**config.mk**
```make
export PLATFORM = sky130hd
export DESIGN_NAME = viterbi_frame_ctrl_flat
export DESIGN_NICKNAME = d
export VERILOG_FILES = /design/src/rtl/viterbi_frame_ctrl_if.sv /design/src/rtl/viterbi_frame_ctrl.sv /design/src/flat_wrapper.sv
export SDC_FILE = /design/constraint.sdc
export NUM_CORES = 1
export LEC_CHECK = 0
export BUFFER_PORTS_ARGS = -buffer_cell sky130_fd_sc_hd__buf_2
export CAP_MARGIN = 0
export CORE_ASPECT_RATIO = 1.5
export CORE_UTILIZATION = 54
export DETAILED_ROUTE_END_ITERATION = 8
export GPL_TIMING_DRIVEN = 0
export PLACE_DENSITY = 0.76
export SYNTH_ARGS = -nofsm -noshare
export SYNTH_HDL_FRONTEND = slang
export SYNTH_SLANG_ARGS = --single-unit
```
**constraint.sdc**
```tcl
create_clock -name clk -period 2.3 [get_ports clk]
set_input_delay 0.115 -clock clk [delete_from_list [all_inputs] [get_ports clk]]
set_output_delay 0.115 -clock clk [all_outputs]
set_load 0.01 [all_outputs]
```
**src/rtl/viterbi_frame_ctrl_if.sv**
```systemverilog
// viterbi_frame_ctrl_if: symbol input stream and decoded-bit output stream of viterbi_frame_ctrl
//   in_valid  : source has a code symbol on in_cx
//   in_cx     : 2-bit received code symbol
//   in_ready  : controller takes in_cx this cycle
//   out_valid : out_bit carries a decoded data bit (no backpressure)
//   out_bit   : decoded bit
//   out_last  : with out_valid, final bit of the frame
//   modport master : symbol source / bit consumer side
//   modport slave  : controller side
interface viterbi_frame_ctrl_if;
    logic       in_valid;
    logic [1:0] in_cx;
    logic       in_ready;
    logic       out_valid;
    logic       out_bit;
    logic       out_last;
    modport master (output in_valid, in_cx, input in_ready, out_valid, out_bit, out_last);
    modport slave  (input in_valid, in_cx, output in_ready, out_valid, out_bit, out_last);
endinterface

```
**src/rtl/viterbi_frame_ctrl.sv**
```systemverilog
// viterbi_frame_ctrl: frame sequencer around a free-running viterbi_decoder
//   clk, reset : clock and synchronous active-high reset
//   start      : frame request, sampled in IDLE only
//   bus        : slave side of viterbi_frame_ctrl_if (symbol in, decoded bits out)
//   dec_cx     : symbol to the decoder (00 outside accepted RUN cycles)
//   dec_reset  : decoder reset (reset, CLEAR, ERR)
//   dec_d      : decoder decision, SPD_LAT cycles behind its symbol
//   busy       : frame in progress
//   done       : one-cycle pulse at frame completion
//   err        : one-cycle pulse on input underrun
//   Optional macro VITCTRL_STATS_EN adds saturating counters frames_done[15:0]
//   and underruns[7:0], cleared by reset.
module viterbi_frame_ctrl #(
    parameter int FRAME_LEN = 64,
    parameter int TAIL_LEN  = 2,
    parameter int SPD_LAT   = 15,
    parameter int CLR_CYC   = 2,
    parameter int CNT_W     = 8
) (
    input  logic                 clk,
    input  logic                 reset,
    input  logic                 start,
    viterbi_frame_ctrl_if.slave  bus,
    output logic [1:0]           dec_cx,
    output logic                 dec_reset,
    input  logic                 dec_d,
    output logic                 busy,
    output logic                 done,
    output logic                 err
`ifdef VITCTRL_STATS_EN
    ,
    output logic [15:0]          frames_done,
    output logic [7:0]           underruns
`endif
);
    typedef enum logic [2:0] {IDLE, CLEAR, RUN, TAIL, DRAIN, DONE, ERR} state_e;
    localparam logic [CNT_W-1:0] T_RUN_END  = CNT_W'(FRAME_LEN - 1);
    localparam logic [CNT_W-1:0] T_TAIL_END = CNT_W'(FRAME_LEN + TAIL_LEN - 1);
    localparam logic [CNT_W-1:0] T_END      = CNT_W'(FRAME_LEN + SPD_LAT);
    localparam logic [CNT_W-1:0] T_OUT_LO   = CNT_W'(SPD_LAT);
    localparam logic [CNT_W-1:0] T_OUT_HI   = CNT_W'(FRAME_LEN + SPD_LAT - 1);
    localparam logic [CNT_W-1:0] C_END      = CNT_W'(CLR_CYC - 1);
    state_e           state_q, state_d;
    logic [CNT_W-1:0] t_q, t_d, clr_q, clr_d;
    logic             out_valid_q, out_valid_d, out_bit_q, out_last_q, out_last_d;
    always_comb begin
        state_d = state_q;
        t_d     = '0;
        clr_d   = '0;
        case (state_q)
            IDLE:  state_d = start ? CLEAR : IDLE;
            CLEAR: begin
                clr_d   = clr_q == C_END ? '0 : clr_q + 1'b1;
                state_d = clr_q == C_END ? RUN : CLEAR;
            end
            // The decoder cannot stall, so a missing symbol aborts the frame.
            RUN: begin
                t_d     = bus.in_valid ? t_q + 1'b1 : '0;
                state_d = !bus.in_valid ? ERR : (t_q == T_RUN_END ? TAIL : RUN);
            end
            TAIL: begin
                t_d     = t_q + 1'b1;
                state_d = t_q == T_TAIL_END ? DRAIN : TAIL;
            end
            DRAIN: begin
                t_d     = t_q == T_END ? '0 : t_q + 1'b1;
                state_d = t_q == T_END ? DONE : DRAIN;
            end
            default: state_d = IDLE;
        endcase
        // Gating on the next state drops a decision that would land in ERR.
        out_valid_d = (state_d == RUN || state_d == TAIL || state_d == DRAIN) &&
                      t_q >= T_OUT_LO && t_q <= T_OUT_HI;
        out_last_d  = out_valid_d && t_q == T_OUT_HI;
        bus.in_ready  = state_q == RUN;
        dec_cx        = (state_q == RUN && bus.in_valid) ? bus.in_cx : 2'b00;
        dec_reset     = reset || state_q == CLEAR || state_q == ERR;
        busy          = state_q != IDLE;
        done          = state_q == DONE;
        err           = state_q == ERR;
        bus.out_valid = out_valid_q;
        bus.out_bit   = out_bit_q;
        bus.out_last  = out_last_q;
    end
    always_ff @(posedge clk) begin
        if (reset) begin
            state_q     <= IDLE;
            t_q         <= '0;
            clr_q       <= '0;
            out_valid_q <= 1'b0;
            out_bit_q   <= 1'b0;
            out_last_q  <= 1'b0;
        end else begin
            state_q     <= state_d;
            t_q         <= t_d;
            clr_q       <= clr_d;
            out_valid_q <= out_valid_d;
            out_bit_q   <= dec_d;
            out_last_q  <= out_last_d;
        end
    end
`ifdef VITCTRL_STATS_EN
    logic [15:0] frames_done_q, frames_done_d;
    logic [7:0]  underruns_q, underruns_d;
    always_comb begin
        frames_done_d = frames_done_q + 16'(done && frames_done_q != '1);
        underruns_d   = underruns_q + 8'(err && underruns_q != '1);
        frames_done   = frames_done_q;
        underruns     = underruns_q;
    end
    always_ff @(posedge clk) begin
        if (reset) begin
            frames_done_q <= '0;
            underruns_q   <= '0;
        end else begin
            frames_done_q <= frames_done_d;
            underruns_q   <= underruns_d;
        end
    end
`endif
endmodule

```
**src/flat_wrapper.sv**
```systemverilog
// flat-port wrapper written by rule: the top's interface ports become plain ports
module viterbi_frame_ctrl_flat 
#(
    parameter int FRAME_LEN = 64,
    parameter int TAIL_LEN  = 2,
    parameter int SPD_LAT   = 15,
    parameter int CLR_CYC   = 2,
    parameter int CNT_W     = 8
)
  (clk, reset, start, dec_cx, dec_reset, dec_d, busy, done, err, bus_in_valid, bus_in_cx, bus_in_ready, bus_out_valid, bus_out_bit, bus_out_last);
  viterbi_frame_ctrl_if bus_i ();
  input  logic clk;
  input  logic reset;
  input  logic start;
  output logic [1:0] dec_cx;
  output logic dec_reset;
  input  logic dec_d;
  output logic busy;
  output logic done;
  output logic err;
  input wire logic [$bits(bus_i.in_valid)-1:0] bus_in_valid;
  input wire logic [$bits(bus_i.in_cx)-1:0] bus_in_cx;
  output wire logic [$bits(bus_i.in_ready)-1:0] bus_in_ready;
  output wire logic [$bits(bus_i.out_valid)-1:0] bus_out_valid;
  output wire logic [$bits(bus_i.out_bit)-1:0] bus_out_bit;
  output wire logic [$bits(bus_i.out_last)-1:0] bus_out_last;
  assign bus_i.in_valid = bus_in_valid;
  assign bus_i.in_cx = bus_in_cx;
  assign bus_in_ready = bus_i.in_ready;
  assign bus_out_valid = bus_i.out_valid;
  assign bus_out_bit = bus_i.out_bit;
  assign bus_out_last = bus_i.out_last;
  viterbi_frame_ctrl #(.FRAME_LEN(FRAME_LEN), .TAIL_LEN(TAIL_LEN), .SPD_LAT(SPD_LAT), .CLR_CYC(CLR_CYC), .CNT_W(CNT_W)) u_core (.clk(clk), .reset(reset), .start(start), .bus(bus_i), .dec_cx(dec_cx), .dec_reset(dec_reset), .dec_d(dec_d), .busy(busy), .done(done), .err(err));
endmodule
```
After elaboration in Yosys (flattened, before gate mapping). Index checks and enable logic that the tools add are counted.

Register bits after elaboration: 22. Bits in latches: 0. Bits in writable memories: 0. ROM bits: 0. Input port bits: 7. Output and inout bits: 10. Memories: 0.

Add/subtract/negate cells: 2. Multipliers: 0. Div/mod/pow operators: 0. Order comparisons: 2. Eq/ne operators: 14. Shift operators: 0. Multiplexer cells: 11. Bitwise operators: 1. Reduce and logical (&&, ||, !) cells: 11.

Operator list (count): $eq A8 B7 Y1 const B (3); $pmux W8 S3 (1); $add A8 B1 Y8 const B (2); $mux W8 (2); $pmux W3 S5 (1); $eq A3 B2 Y1 const B (4); $eq A3 B3 Y1 const B (4); $eq A8 B1 Y1 const B (1); $eq A8 B6 Y1 const B (1); $ge A8 B4 Y1 const B (1); $le A8 B7 Y1 const B (1); $mux W3 (2); $logic_and A1 B1 Y1 (4); $logic_or A1 B1 Y1 (4); $mux W2 (2); $eq A3 B1 Y1 const B (1); $logic_not A3 Y1 (1); $mux W1 (3); $reduce_bool A3 Y1 (1); $reduce_or A3 Y1 (1); $not A1 Y1 (1).

Logic depth before layout (Yosys ltp).
Depth after elaboration: 10. Mapped depth: 7.

Worst setup path before layout. Ideal clock, no wire load.

Kind: flip-flop to flip-flop. Start point: reg u_core.clr_q[0]. End point: reg u_core.out_valid_q, in the netlist u_core.bus.out_valid. Library setup time: 0.088 ns. Arrival: 1.740 ns. Slack: 0.471 ns. Stages on the path, launching flop included: 7. Buffers on the path: 0. Path through: dfxtp_1 ha_1 or4b_4 or3_4 a21oi_2 a41oi_1 a311oi_2.

Longest elaborated chain between the ends: 8. Elaborated cells on any way between the ends: 10.

RTL lines: start: declaration (line viterbi_frame_ctrl.sv:44) `logic [CNT_W-1:0] t_q, t_d, clr_q, clr_d;`; start signal: assignment (line viterbi_frame_ctrl.sv:96) `clr_q <= clr_d;`; $eq A8 B1 Y1 (*) (line viterbi_frame_ctrl.sv:54) `state_d = clr_q == C_END ? RUN : CLEAR;`; $mux W2 (*) (line viterbi_frame_ctrl.sv:54); $pmux W3 S5 (*) (line viterbi_frame_ctrl.sv:50) `case (state_q)`; $eq A3 B2 Y1 (line viterbi_frame_ctrl.sv:72) `out_valid_d = (state_d == RUN || state_d == TAIL || state_d == DRAIN) &&`; $logic_or A1 B1 Y1 (line viterbi_frame_ctrl.sv:72); $logic_or A1 B1 Y1 (*) (line viterbi_frame_ctrl.sv:72); $logic_and A1 B1 Y1 (*) (line viterbi_frame_ctrl.sv:72); $logic_and A1 B1 Y1 (*) (line viterbi_frame_ctrl.sv:73) `t_q >= T_OUT_LO && t_q <= T_OUT_HI;`; end signal: assignment (line viterbi_frame_ctrl.sv:97) `out_valid_q <= out_valid_d;`; end: declaration (line viterbi_frame_ctrl.sv:45) `logic out_valid_q, out_valid_d, out_bit_q, out_last_q, out_last_d;`.

Every way passes the cells marked *; elsewhere a longest branch is shown, timed or not. A chain may end at the register's enable or synchronous reset.

Final worst setup path. Same ends and word-level chain as after synthesis.

==> summary.txt <==
Run status
  – Outcome: finished, final reports clean

Placement
  – Port bufs: 15
  – Post-DP HPWL: about 1600 µm
  – GPL Wtd Cong: roughly 0.8

Power and ir drop
  – Cell Int Power: between 0.5 and 0.6 mW
  – Clock Power Share: between 30 and 40%
  – Combinational Power Share: 8.6%
  – Tot Pwr: between 0.6 and 0.7 mW
  – Worst VDD drop: roughly 400 µV
  – Sw Pwr: between 0.15 and 0.2 mW
  – Sequential power share: between 50% and 60%
  – Leakage: between 0.4 and 0.5 nW
  – PwrDens: roughly 530 mW/mm²
  – Switching part of the total: between 20% and 30%

Logic synthesis
  – Synth Instances: roughly 130
  – EDFF count, synth: 0
  – Distinct cells, synth: 36
  – Largest area contributor in the netlist: dfxtp_1
  – Syn_nets: 143
  – Ys async rst share: 0%
  – Mean post-synth cell area: 8.53 µm²
  – Most frequent cells after synthesis: nor2_1, dfxtp_1, nand2_1
  – Count leader, synth: nor2_1
  – Synth Register Bits: 22
  – Cell area after synthesis: between 0.001 and 0.0015 mm²
  – Top area cells in the synthesized netlist: dfxtp_1, nor2_1, ha_1
  – Main flop type after synthesis: dfxtp_1
  – Post-synth top area share: 39.4%
  – Ys Warns: 0
  – Seq/Total Area, Yosys: between 30 and 40%

Die
  – Ports: 17
  – Die area: roughly 0.0023 mm²
  – Initial Util: slightly below 60%
  – Die H: 57.7 µm
  – Die width: between 30 and 40 µm
  – Area of the core: ~0.0019 mm²
  – Rows: 19

Timing
  – Max frequency: about 500 MHz
  – Worst-Margin Slew: ~0.56 ns
  – WHS: ~0.0042 ns
  – Endpoints failing hold: 0
  – TNS Setup: 0 ns
  – Worst Skew: roughly 0.016 ns
  – Final worst-path cycle share: a little under nine tenths
  – Unrepaired setup endpoints after global routing: false
  – Finish-stage setup viols: 0
  – Slew Viols, Final: 0
  – Tmin final: between 1.5 and 2 ns
  – Relative slew slack: between 60% and 70%

Clock network
  – Clock transition at path regs: roughly 0.13 ns
  – Longest Clk Path Bufs: 2
  – Skew-Pair Late Insertion Delay: approximately 0.31 ns
  – CTS Buf Count: 3
  – CTS tree: yes
  – CTS root buf: clkbuf_4
  – Post-CTS Setup Inserts: 0
  – Post-CTS Resized: 0
  – H-tree Lvls: 1
  – CTS sink count: 22
  – CTS Hold Bufs: 0

Global routing
  – First-pass GRT wire length: roughly 3400 µm
  – Pin count of the biggest net entering global routing: 13
  – Antenna violations before repair: 0
  – Vias in the first global route: between 800 and 900
  – Total congestion overflow: 0
  – Total GRT Usage: 21.0%

Worst setup path
  – CP required: around 2.5 ns
  – Crit-path slowest cell: or4b_4
  – Endpoint type of the worst setup path: flop
  – RR Endpoint: u_core.bus.out_valid$_SDFF_PP0_
  – Crit path arrival time: around 2.2 ns
  – Critical path fanouts, max: 5
  – Reg-to-reg slack, setup: between 0.3 and 0.4 ns
  – CP max stage delay: approximately 0.45 ns
  – Worst r2r path cells: 6
  – Worst reg2reg startpoint: u_core.clr_q[0]$_SDFF_PP0_
  – Critical path launch point type: flop
  – CP Cell Sequence: ha_1, or4b_4, or3_4, a21oi_2, a41oi_1, a311oi_2
  – Crit Path Class: flop to flop

Layout
  – Nets@finish: ~160
  – Layout cells sized above 1: between 10% and 20%
  – # diodes: 0
  – Synth-to-layout area growth: 12.3%
  – Utilization after layout: between 60 and 70%

Flow run
  – Number of max-cap violations: 0

Routing
  – Routed Antenna Nets: 0
  – Via count: roughly 970
  – Initial drt markers: 15
  – Final WL: 2060 µm
  – Vias per std cell: around 5.6
  – WL/cell: 12.0 µm
  – Router iterations before antenna repair: 4
  – Post-route DRC: 0

Hold path
  – Sink of the worst hold path: u_core.bus.out_bit$_SDFF_PP0_
  – Worst hold path stage count: 2
  – Hold Crit Class: input port to flop
  – Worst Hold Launch: dec_d
## layer usage
metal  GRT usage, %  share of wire (%)  up-vias
met2           38.8                 50       26
li1               -                  -      491
met1           22.5                 44      444
met5              0                  0        -
met3           3.45                4.0        4
met4           7.39                1.6        0
## power by group through the flow
stage / combinational (mW) / clock [mW] / sequential, mW
floorplan: 0.0398 / 0 / 0.400
global placement: 0.0559 / 0 / 0.401
detailed placement: 0.0579 / 0 / 0.401
CTS: 0.0581 / 0.216 / 0.393
global route: 0.0641 / 0.232 / 0.394
finish: 0.0571 / 0.212 / 0.392
## kinds of logic (layout without fill, tap and decap cells)
group                    count (synthesis)  in the layout  synth area share, %
AO/OA/AOI/OAI                           16             16                 11.5
adder cells (fa/ha/maj)                  5              5                 5.60
AND/OR/NAND/NOR                         68             68                 31.2
buffers and inverters                    8             27                 2.80
XOR/XNOR                                12             12                 9.41
flip-flops                              22             22                 39.4
## cells in the final DEF (no fill, tap or decap), types with 3 or more instances in the layout
| cell | n |
|---|---|
| or3_1 | 3 |
| inv_1 | 4 |
| dfxtp_1 | 22 |
| nand3_1 | 5 |
| nor2_1 | 30 |
| xnor2_1 | 6 |
| xor2_1 | 6 |
| clkbuf_4 | 3 |
| ha_1 | 5 |
| and3_1 | 4 |
| nand2_1 | 8 |
| nand2b_1 | 3 |
| buf_2 | 16 |
| clkbuf_1 | 3 |
| o21ai_0 | 4 |
## state kept, by name, indices dropped and copies added, names as in the netlist
| name | cells |
|---|---|
| u_core.bus.out_valid | 1 |
| u_core.t_q | 8 |
| u_core.bus.out_last | 1 |
| u_core.state_q | 3 |
| u_core.bus.out_bit | 1 |
| u_core.clr_q | 8 |
## final cells by class
class | count | area (µm²)
flip-flops and latches | 22 | 440
plain buffers | 4 | 16.3
fillers | 173 | 623
multi-input cells | 101 | 646
well taps | 21 | 26.3
clock buffers | 4 | 36.3
inverters | 4 | 15.0
repair buffers | 15 | 75.1
## how the worst max path moves through the flow
stage / startpoint / end / slack, ns / cells past startpoint
final: u_core.clr_q[0]$_SDFF_PP0_ / u_core.bus.out_valid$_SDFF_PP0_ / 0.32 / 6
after global routing: u_core.clr_q[0]$_SDFF_PP0_ / u_core.bus.out_valid$_SDFF_PP0_ / 0.20 / 6
after CTS: u_core.clr_q[0]$_SDFF_PP0_ / u_core.bus.out_valid$_SDFF_PP0_ / 0.29 / 6
after floorplan: u_core.clr_q[0]$_SDFF_PP0_ / u_core.bus.out_valid$_SDFF_PP0_ / 0.47 / 6
after detailed placement: u_core.clr_q[0]$_SDFF_PP0_ / u_core.bus.out_valid$_SDFF_PP0_ / 0.30 / 6
after global placement: u_core.clr_q[0]$_SDFF_PP0_ / u_core.bus.out_valid$_SDFF_PP0_ / 0.35 / 6
## worst max-delay path, delay by kind of cell, from the launching register on
family          cells  cell delay, ns
compound gates      3            0.48
simple gates        2            0.84
flops               1            0.42
fa+ha+maj           1            0.17
## through the flow
stage	setup WS, ns	std cells	instance area (µm²)
after global routing	0.205	171	1250
final	0.318	171	1250
after CTS	0.286	171	1250
after global placement	0.354	167	1220
after floorplan	0.471	131	1120
after detailed placement	0.304	167	1220
(Power assumes the default switching activity.)
